**src/rtl/crc_rx_pkg.sv**
```systemverilog
// Shared definitions for the CRC-16 receive path: default polynomial/seed
// and the 3-bit receiver state encodings.
package crc_rx_pkg;

  localparam logic [15:0] CRC_POLY_DEFAULT = 16'h1021;
  localparam logic [15:0] CRC_INIT_DEFAULT = 16'hFFFF;

  typedef logic [2:0] state_t;

  localparam state_t ST_IDLE    = 3'd0;
  localparam state_t ST_PAYLOAD = 3'd1;
  localparam state_t ST_CRC1    = 3'd2;
  localparam state_t ST_CRC2    = 3'd3;
  localparam state_t ST_REPORT  = 3'd4;

endpackage

```
**src/rtl/crc16_byte.sv**
```systemverilog
// One-byte CRC-16 update, MSB-first and non-reflected.
// This block is shared with the transmit side, so it stays purely combinational.
module crc16_byte
  import crc_rx_pkg::*;
#(
  parameter logic [15:0] POLY = CRC_POLY_DEFAULT
) (
  input  logic [15:0] crc_in,
  input  logic [7:0]  data,
  output logic [15:0] crc_out
);

  logic [15:0] acc;

  always_comb begin
    acc = crc_in ^ {data, 8'h00};
    for (int i = 0; i < 8; i++) begin
      acc = acc[15] ? ({acc[14:0], 1'b0} ^ POLY) : {acc[14:0], 1'b0};
    end
    crc_out = acc;
  end

endmodule

```
**src/rtl/crc_rx.sv**
```systemverilog
// Frame receiver: length byte, N payload bytes, then a big-endian CRC-16.
// Payload is forwarded one cycle late; each frame ends with a one-cycle report.
module crc_rx
  import crc_rx_pkg::*;
#(
  parameter logic [15:0] POLY = CRC_POLY_DEFAULT,
  parameter logic [15:0] INIT = CRC_INIT_DEFAULT
) (
  input  logic       clk,
  input  logic       reset,
  input  logic       rx_valid,
  input  logic [7:0] rx_data,
  output logic       rx_ready,
  output logic       out_valid,
  output logic [7:0] out_data,
  output logic       frame_done,
  output logic       crc_ok,
  output logic [7:0] err_count
);

  state_t      state;
  logic [7:0]  count;
  logic [15:0] crc;
  logic [15:0] crc_next;
  logic [7:0]  crc_hi;
  logic        xfer;
  logic        match;

  crc16_byte #(.POLY(POLY)) u_crc16_byte (
    .crc_in  (crc),
    .data    (rx_data),
    .crc_out (crc_next)
  );

  // Undefined encodings deassert rx_ready as well, so nothing is accepted there.
  assign rx_ready   = (state == ST_IDLE) || (state == ST_PAYLOAD) ||
                      (state == ST_CRC1) || (state == ST_CRC2);
  assign frame_done = (state == ST_REPORT);
  assign xfer       = rx_valid && rx_ready;
  assign match      = ({crc_hi, rx_data} == crc);

  always_ff @(posedge clk) begin
    if (!reset) begin
      state     <= ST_IDLE;
      count     <= 8'd0;
      crc       <= INIT;
      crc_hi    <= 8'd0;
      out_valid <= 1'b0;
      out_data  <= 8'd0;
      crc_ok    <= 1'b0;
      err_count <= 8'd0;
    end else begin
      out_valid <= 1'b0;
      case (state)
        ST_IDLE: if (xfer) begin
          count <= rx_data;
          crc   <= INIT;
          state <= (rx_data == 8'd0) ? ST_CRC1 : ST_PAYLOAD;
        end
        ST_PAYLOAD: if (xfer) begin
          crc       <= crc_next;
          count     <= count - 8'd1;
          out_valid <= 1'b1;
          out_data  <= rx_data;
          if (count == 8'd1) state <= ST_CRC1;
        end
        ST_CRC1: if (xfer) begin
          crc_hi <= rx_data;
          state  <= ST_CRC2;
        end
        // The verdict lands here so it is already visible in the report cycle.
        ST_CRC2: if (xfer) begin
          crc_ok <= match;
          if (!match && err_count != 8'hFF) err_count <= err_count + 8'd1;
          state  <= ST_REPORT;
        end
        ST_REPORT: state <= ST_IDLE;
        default:   state <= ST_IDLE;
      endcase
    end
  end

endmodule

```
**config.mk**
```make
export PLATFORM = sky130hd
export DESIGN_NAME = crc_rx
export DESIGN_NICKNAME = d
export VERILOG_FILES = /design/src/rtl/crc_rx_pkg.sv /design/src/rtl/crc16_byte.sv /design/src/rtl/crc_rx.sv
export SDC_FILE = /design/constraint.sdc
export NUM_CORES = 1
export LEC_CHECK = 0
export ABC_CLOCK_PERIOD_IN_PS = 1900
export CORE_MARGIN = 1
export CORE_UTILIZATION = 30
export CTS_CLUSTER_DIAMETER = 150
export CTS_CLUSTER_SIZE = 8
export DETAILED_ROUTE_END_ITERATION = 16
export PLACE_DENSITY_LB_ADDON = 0.15
export SETUP_SLACK_MARGIN = 0.2
export SLEW_MARGIN = 0
export SYNTH_ARGS = -nofsm -noshare
export SYNTH_HDL_FRONTEND = slang
export SYNTH_SLANG_ARGS = --single-unit
export TNS_END_PERCENT = 10
```
**constraint.sdc**
```tcl
create_clock -name clk -period 1.9 [get_ports clk]
set_input_delay 0.38 -clock clk [delete_from_list [all_inputs] [get_ports clk]]
set_output_delay 0.38 -clock clk [all_outputs]
set_load 0.02 [all_outputs]
```
==> results of run 1 <==
stage by stage:
stage	setup TNS (ps)	instances	area [um^2]
final	0	475	3445
after global routing	0	475	3445
after CTS	0	475	3395
after detailed placement	-3861	467	3302
after global placement	-4031	467	3302
after floorplan	0	314	2629
registers in the layout, indices dropped and copies added (netlist names):
name and count:
crc 16, count 8, crc_hi 8, crc_ok 1, out_valid 1, state 3, err_count 8, out_data 8
layout by cell type, fill, tap and decap left out, drive strengths merged, types with 2 or more instances in the layout:
cell | synthesis | routed
nand2b | 6 | 6
nand4 | 4 | 4
mux2i | 12 | 12
nor3 | 5 | 5
xnor2 | 35 | 35
nand3 | 5 | 5
or2 | 2 | 2
nor4 | 5 | 5
nand2 | 52 | 52
clkdlybuf4s50 | 0 | 18
or4 | 2 | 2
inv | 8 | 9
o221ai | 3 | 3
dlymetal6s2s | 0 | 9
clkbuf | 21 | 5
buf | 2 | 41
nor2 | 28 | 28
dlygate4sd2 | 0 | 3
a21oi | 21 | 21
xor2 | 8 | 8
o21ai | 4 | 4
o22ai | 16 | 16
dfxtp | 53 | 53
o31ai | 3 | 3
ha | 3 | 3
a41oi | 2 | 2
path summary, 6_finish.rpt:
kind | from | end | cells after the start
setup / recovery | state[2]$_SDFFE_PN0P_ | err_count[7]$_SDFFE_PN0P_ | 5
hold / removal | out_data[5]$_SDFFE_PN0P_ | out_data[5]$_SDFFE_PN0P_ | 2
setup reg to reg | state[2]$_SDFFE_PN0P_ | err_count[7]$_SDFFE_PN0P_ | 5
hold reg to reg | out_data[5]$_SDFFE_PN0P_ | out_data[5]$_SDFFE_PN0P_ | 2
metal layers:
metal	up-vias	global-route usage (%)
li1	1186	-
met1	1038	21.77
met2	31	26.73
met3	7	2.632
met4	0	3.788
met5	-	0
logic make-up (layout without fill, tap and decap cells):
logic type                 after synthesis  after routing  share of synthesized area [%]
and+or+nand+nor                        114            114                          20.05
adders and majority gates                3              3                          1.439
muxes                                   12             12                          4.605
AOI/OAI and AO/OA                       58             58                          14.15
xor gates and xnor gates                43             43                          14.44
DFF                                     53             53                          40.67
buffers and inverters                   31             87                          4.652
cells in the mapped netlist, types with 2 or more instances:
master / instances
o221ai_1: 3
inv_1: 8
xnor2_1: 35
a41oi_1: 2
mux2i_1: 12
nor3_1: 5
nand2b_1: 6
o21ai_0: 4
a21oi_1: 21
nor4_1: 5
or4_1: 2
clkbuf_1: 21
xor2_1: 8
ha_1: 3
nand4_1: 4
nand2_1: 52
nor2_1: 28
nand3_1: 5
dfxtp_1: 53
o31ai_1: 3
o22ai_1: 16
cell type report:
| cell class | instances | area [um^2] |
|---|---|---|
| clock inverters | 3 | 21.27 |
| flip-flops and latches | 53 | 1070 |
| clock buffers | 5 | 68.82 |
| repair buffers | 71 | 655.6 |
| well taps | 105 | 131.4 |
| fillers | 840 | 4855 |
| multi-input cells | 230 | 1468 |
| inverters | 8 | 30.03 |
power by group through the flow:
| stage | clock network (mW) | registers (mW) | logic [mW] |
|---|---|---|---|
| detailed placement | 0 | 1.23 | 0.574 |
| finish | 0.656 | 1.21 | 0.576 |
| global placement | 0 | 1.23 | 0.574 |
| global route | 0.733 | 1.22 | 0.632 |
| CTS | 0.684 | 1.21 | 0.578 |
| floorplan | 0 | 1.23 | 0.339 |
critical path: stages, from the launching register on:
cell and delay (ps):
dfxtp_2 360, nand4b_2 210, a41o_1 230, or2_4 230
or4b_1 490, a21oi_1 150
repair_timing:
item / CTS / global route
buffers inserted: 0 / 0
endpoints found under the setup margin: 16 / 45
endpoints found under the hold margin: 0 / 0
resized for setup: 4 / 15
==> flow_metrics.py, run 1 <==
metrics = {
    "power": {
        "powerDensity_nw_per_um2": 708.5,
        "p_leak_nw": 1.333,
        "p_sw_mw": 0.7278,
        "swShare_pct": 29.82,
        "ir_worst_vdd_mv": 0.3638,
        "combPwrFrac_pct": 23.6,
        "p_clk_share_pct": 26.9,
        "internal_power_mw": 1.713,
        "total_power_mw": 2.441,
        "seqPwrFrac_pct": 49.5,
    },
    "run": {
        "drv_cap": 0,
    },
    "sta": {
        "finalCritPeriodShare_pct": 91.33,
        "fmax_ghz": 0.5763,
        "relSlewSlack_pct": 73.46,
        "tightest_slew_ps": 397.7,
        "rsz0062_at_grt": "true",
        "fin_skew_ps": 8.544,
        "holdWs_ps": 458.2,
        "setup_viol_count_final": 0,
        "post-route-min-period_ps": 1735,
        "setup_ws_ps": 164.8,
        "drv_slew": 0,
        "hold_violations": 0,
    },
    "critical_path": {
        "startpoint_type": "flop",
        "path_class": "flop to flop",
        "r2r_setup_slack_ps": 160,
        "critPathArrivalTime_ps": 1980,
        "required_ps": 2140,
        "crit_path_max_fanout": 7,
        "end_kind": "flop",
    },
    "logic_synthesis": {
        "synthCells": 314,
        "ys_seq_elements": 53,
        "synth_top_area_share_pct": 40.67,
        "synth-seq-area-share_pct": 40.67,
        "synth.largest_area_cell": "dfxtp_1",
        "synth.avg_cell_area_um2": 8.308,
        "synthArstFlopShare_pct": 0,
        "synth_edf_count": 0,
        "synth_area_leaders": "dfxtp_1 (41%), xnor2_1 (12%), nand2_1 (7.5%)",
        "synthesis.nets": 328,
        "synth_cell_types": 39,
        "synth_area_um2": 2609,
        "synthFlopType": "dfxtp_1",
        "yosysWarnings": 0,
    },
    "detailed_routing": {
        "wl_met2_um": 3185,
        "drt_iter0_markers": 89,
        "ant_nets": 0,
        "routed_wirelength_um": 6951,
        "vias": 2262,
        "met1_length_um": 3493,
        "drc": 0,
        "met3WireLength_um": 217,
        "dr.max_layer_used": "met4",
        "viasPerCell": 4.762,
        "wl_per_cell_um": 14.63,
        "first_pass_iters": 4,
    },
    "global_routing": {
        "track_usage_pct": 16.13,
        "grt_first_pass_wirelength_um": 11030,
        "grt_start_max_net_pins": 27,
        "overflow": 0,
        "antenna_found_initial": 0,
        "grt_pass1_vias": 2145,
    },
    "layout": {
        "area_growth_syn_to_layout_pct": 32.04,
        "nets": 383,
        "diodes": 0,
        "final_util_pct": 41.50,
        "drive_above_1_share_pct": 17.84,
    },
    "clock_tree": {
        "cts_max_level": 2,
        "clockBufferDepth": 2,
        "cts_hold_buf": 0,
        "numCtsBuffers": 5,
        "clk_pin_slew_ps": 100,
        "clockRootBuffer": "clkbuf_8",
        "clk-insertion-delay-late_ps": 310,
        "cts_tree": "yes",
        "cts.sinks": 53,
    },
    "die": {
        "dieArea_um2": 9073,
        "die_w_um": 95.25,
        "fp-row-count": 33,
        "core-area_um2": 8299,
        "fp.dieH_um": 95.25,
        "num_io_pins": 31,
        "start_util_pct": 31.43,
    },
    "status": {
        "outcome": "finished clean",
    },
    "place": {
        "pre_cts_slack_ps": -277.9,
        "numPortBuffers": 30,
        "dp_hpwl_um": 5001,
        "finalWeightedCongestion": 0.8270,
    },
    "worst_hold_path": {
        "min_path_type": "flop to flop",
    },
}
(Power assumes the default switching activity.)
==> run 2: changes to the inputs <==
--- a/config.mk
+++ b/config.mk
@@ -5,7 +5,7 @@
 export SDC_FILE = /design/constraint.sdc
 export NUM_CORES = 1
 export LEC_CHECK = 0
-export ABC_CLOCK_PERIOD_IN_PS = 1900
+export ABC_CLOCK_PERIOD_IN_PS = 1600
 export CORE_MARGIN = 1
 export CORE_UTILIZATION = 30
 export CTS_CLUSTER_DIAMETER = 150
==> constraint.sdc (replaced) <==
create_clock -name clk -period 1.6 [get_ports clk]
set_input_delay 0.32 -clock clk [delete_from_list [all_inputs] [get_ports clk]]
set_output_delay 0.32 -clock clk [all_outputs]
set_load 0.02 [all_outputs]
==> run 2 against run 1 <==
  * The run now ends with setup timing left
  * Sequential cell count is the same
  * Largest cell class unchanged
  * Highest routed layer unchanged
  * Critical path type unchanged
  * Clock-buffer cell count is the same
  * Clock power grew 23%
  * Power grew 26%
  * Sequential share of layout area shrank 2.7 points
==> flow_metrics.py, run 2 (synthesis results as in run 1) <==
metrics = {
    "clock_tree": {
        "cts_hold_buf": 0,
        "clockRootBuffer": "clkbuf_8",
        "cts_tree": "yes",
        "clk_pin_slew_ps": 110,
        "numCtsBuffers": 5,
        "cts.sinks": 53,
        "cts_max_level": 2,
        "clk-insertion-delay-late_ps": 320,
        "clockBufferDepth": 2,
    },
    "global_routing": {
        "overflow": 0,
        "antenna_found_initial": 0,
        "grt_pass1_vias": 2413,
        "track_usage_pct": 17.55,
        "grt_first_pass_wirelength_um": 12050,
        "grt_start_max_net_pins": 32,
    },
    "sta": {
        "finalCritPeriodShare_pct": 104.2,
        "rsz0062_at_grt": "true",
        "hold_violations": 0,
        "relSlewSlack_pct": 75.32,
        "finalSetupTns_ps": -94.31,
        "post-route-min-period_ps": 1667,
        "setup_viol_count_final": 2,
        "fmax_ghz": 0.5999,
        "fin_skew_ps": 18.41,
        "holdWs_ps": 456.2,
        "drv_slew": 0,
        "tightest_slew_ps": 367.6,
        "setup_ws_ps": -66.99,
    },
    "die": {
        "num_io_pins": 31,
        "start_util_pct": 31.43,
        "fp-row-count": 33,
        "die_w_um": 95.25,
        "dieArea_um2": 9073,
        "fp.dieH_um": 95.25,
        "core-area_um2": 8299,
    },
    "layout": {
        "nets": 404,
        "seq_area_um2": 1109,
        "largest_reg_flops": 16,
        "area_growth_syn_to_layout_pct": 49.64,
        "fill_cells": 840,
        "final_util_pct": 47.04,
        "final_common_cell": "nand2_1",
        "multi_input_area_um2": 1727,
        "final_cell_mix": "nand2_1 (51), buf_4 (49), dfxtp_1 (27), xnor2_1 (24), nor2_1 (23)",
        "drive_above_1_share_pct": 39.13,
        "diodes": 0,
        "largest-register": "crc",
        "final_cells": 496,
    },
    "detailed_routing": {
        "first_pass_iters": 4,
        "routed_wirelength_um": 7332,
        "vias": 2421,
        "viasPerCell": 4.881,
        "drt_iter0_markers": 87,
        "ant_nets": 0,
        "drc": 0,
        "wl_per_cell_um": 14.78,
    },
    "run": {
        "drv_cap": 0,
    },
    "critical_path": {
        "cp_slowest_stage_delay_ps": 480,
        "crit_path_top_delay_cell": "or4b_4",
        "path_class": "flop to flop",
        "end_kind": "flop",
        "path_delay_family": "simple AND/OR/NAND/NOR gates",
        "path_cells": "and4_4 -> a41o_1 -> or2_4 -> or4b_4 -> a21oi_2",
        "required_ps": 1860,
        "crit_buf_inv": 0,
        "startpoint_type": "flop",
        "crit_path_max_fanout": 2,
        "critPathArrivalTime_ps": 1930,
    },
    "status": {
        "failed_checks": "setup timing",
        "outcome": "complete, but fails checks",
    },
    "power": {
        "p_leak_nw": 1.551,
        "total_power_mw": 3.069,
        "powerDensity_nw_per_um2": 786.0,
        "ir_worst_vdd_mv": 0.4195,
    },
    "place": {
        "numPortBuffers": 30,
        "finalWeightedCongestion": 0.8197,
        "dp_hpwl_um": 5088,
        "numPlacedInstances": 481,
    },
    "worst_hold_path": {
        "min_path_type": "flop to flop",
    },
}
## run 2: cell count changes in the layout (fill, tap and decap cells not counted), moves of 11 or more
cell and change:
dfxtp_2 +13, dfxtp_1 -19, clkdlybuf4s50_1 -17, buf_4 +11
dlygate4sd2_1 +17
## run 2: layer usage
metal	global-route usage, %	wire (um)	up-vias
li1	-	-	1229
met1	23.56	3660	1150
met2	29.05	3391	37
met3	3.110	208	5
met4	4.167	72	0
met5	0	0	-
## run 2: area by class of cell
class | count | share of cell area, %
inverter | 8 | 0.8333
multi-input combinational | 230 | 44.23
clock buffer | 5 | 1.763
tap | 105 | 3.365
sequential | 53 | 28.40
clock inverter | 3 | 0.6410
timing repair buffer | 92 | 20.77
## run 2: what timing repair did
item                       CTS  global route
gates cloned                 1             0
resized for setup           89            52
setup endpoints to repair   72            61
buffers inserted             3             3
pin swaps                   31            26
## run 2: tightest hold or removal path: stages, from the launching register on
cell     delay, ps
dfxtp_1        320
nand2_1         50
a21oi_1         50
## run 2: worst paths after layout
check                            start                   endpoint  slack, ps  cells past startpoint
max          err_count[3]$_SDFFE_PN0P_  err_count[7]$_SDFFE_PN0P_        -70                      5
min           out_data[6]$_SDFFE_PN0P_   out_data[6]$_SDFFE_PN0P_        460                      2
max reg2reg  err_count[3]$_SDFFE_PN0P_  err_count[7]$_SDFFE_PN0P_        -70                      5
min reg2reg   out_data[6]$_SDFFE_PN0P_   out_data[6]$_SDFFE_PN0P_        460                      2
## run 2: metrics by stage
stage	setup WS (ps)	cell area, um^2
6_report	-66.99	3904
5_1_grt	-124.7	3904
4_1_cts	-101.8	3699
3_5_place_dp	-532.5	3442
3_3_place_gp	-489.2	3442
2_1_floorplan	-160.3	2653
## run 2: power breakdown
part	switching, mW	leakage, nW	total, mW	internal, mW
clock	0.489	0.0447	0.807	0.317
sequential	0.0668	0.433	1.45	1.38
combinational	0.395	1.07	0.817	0.422
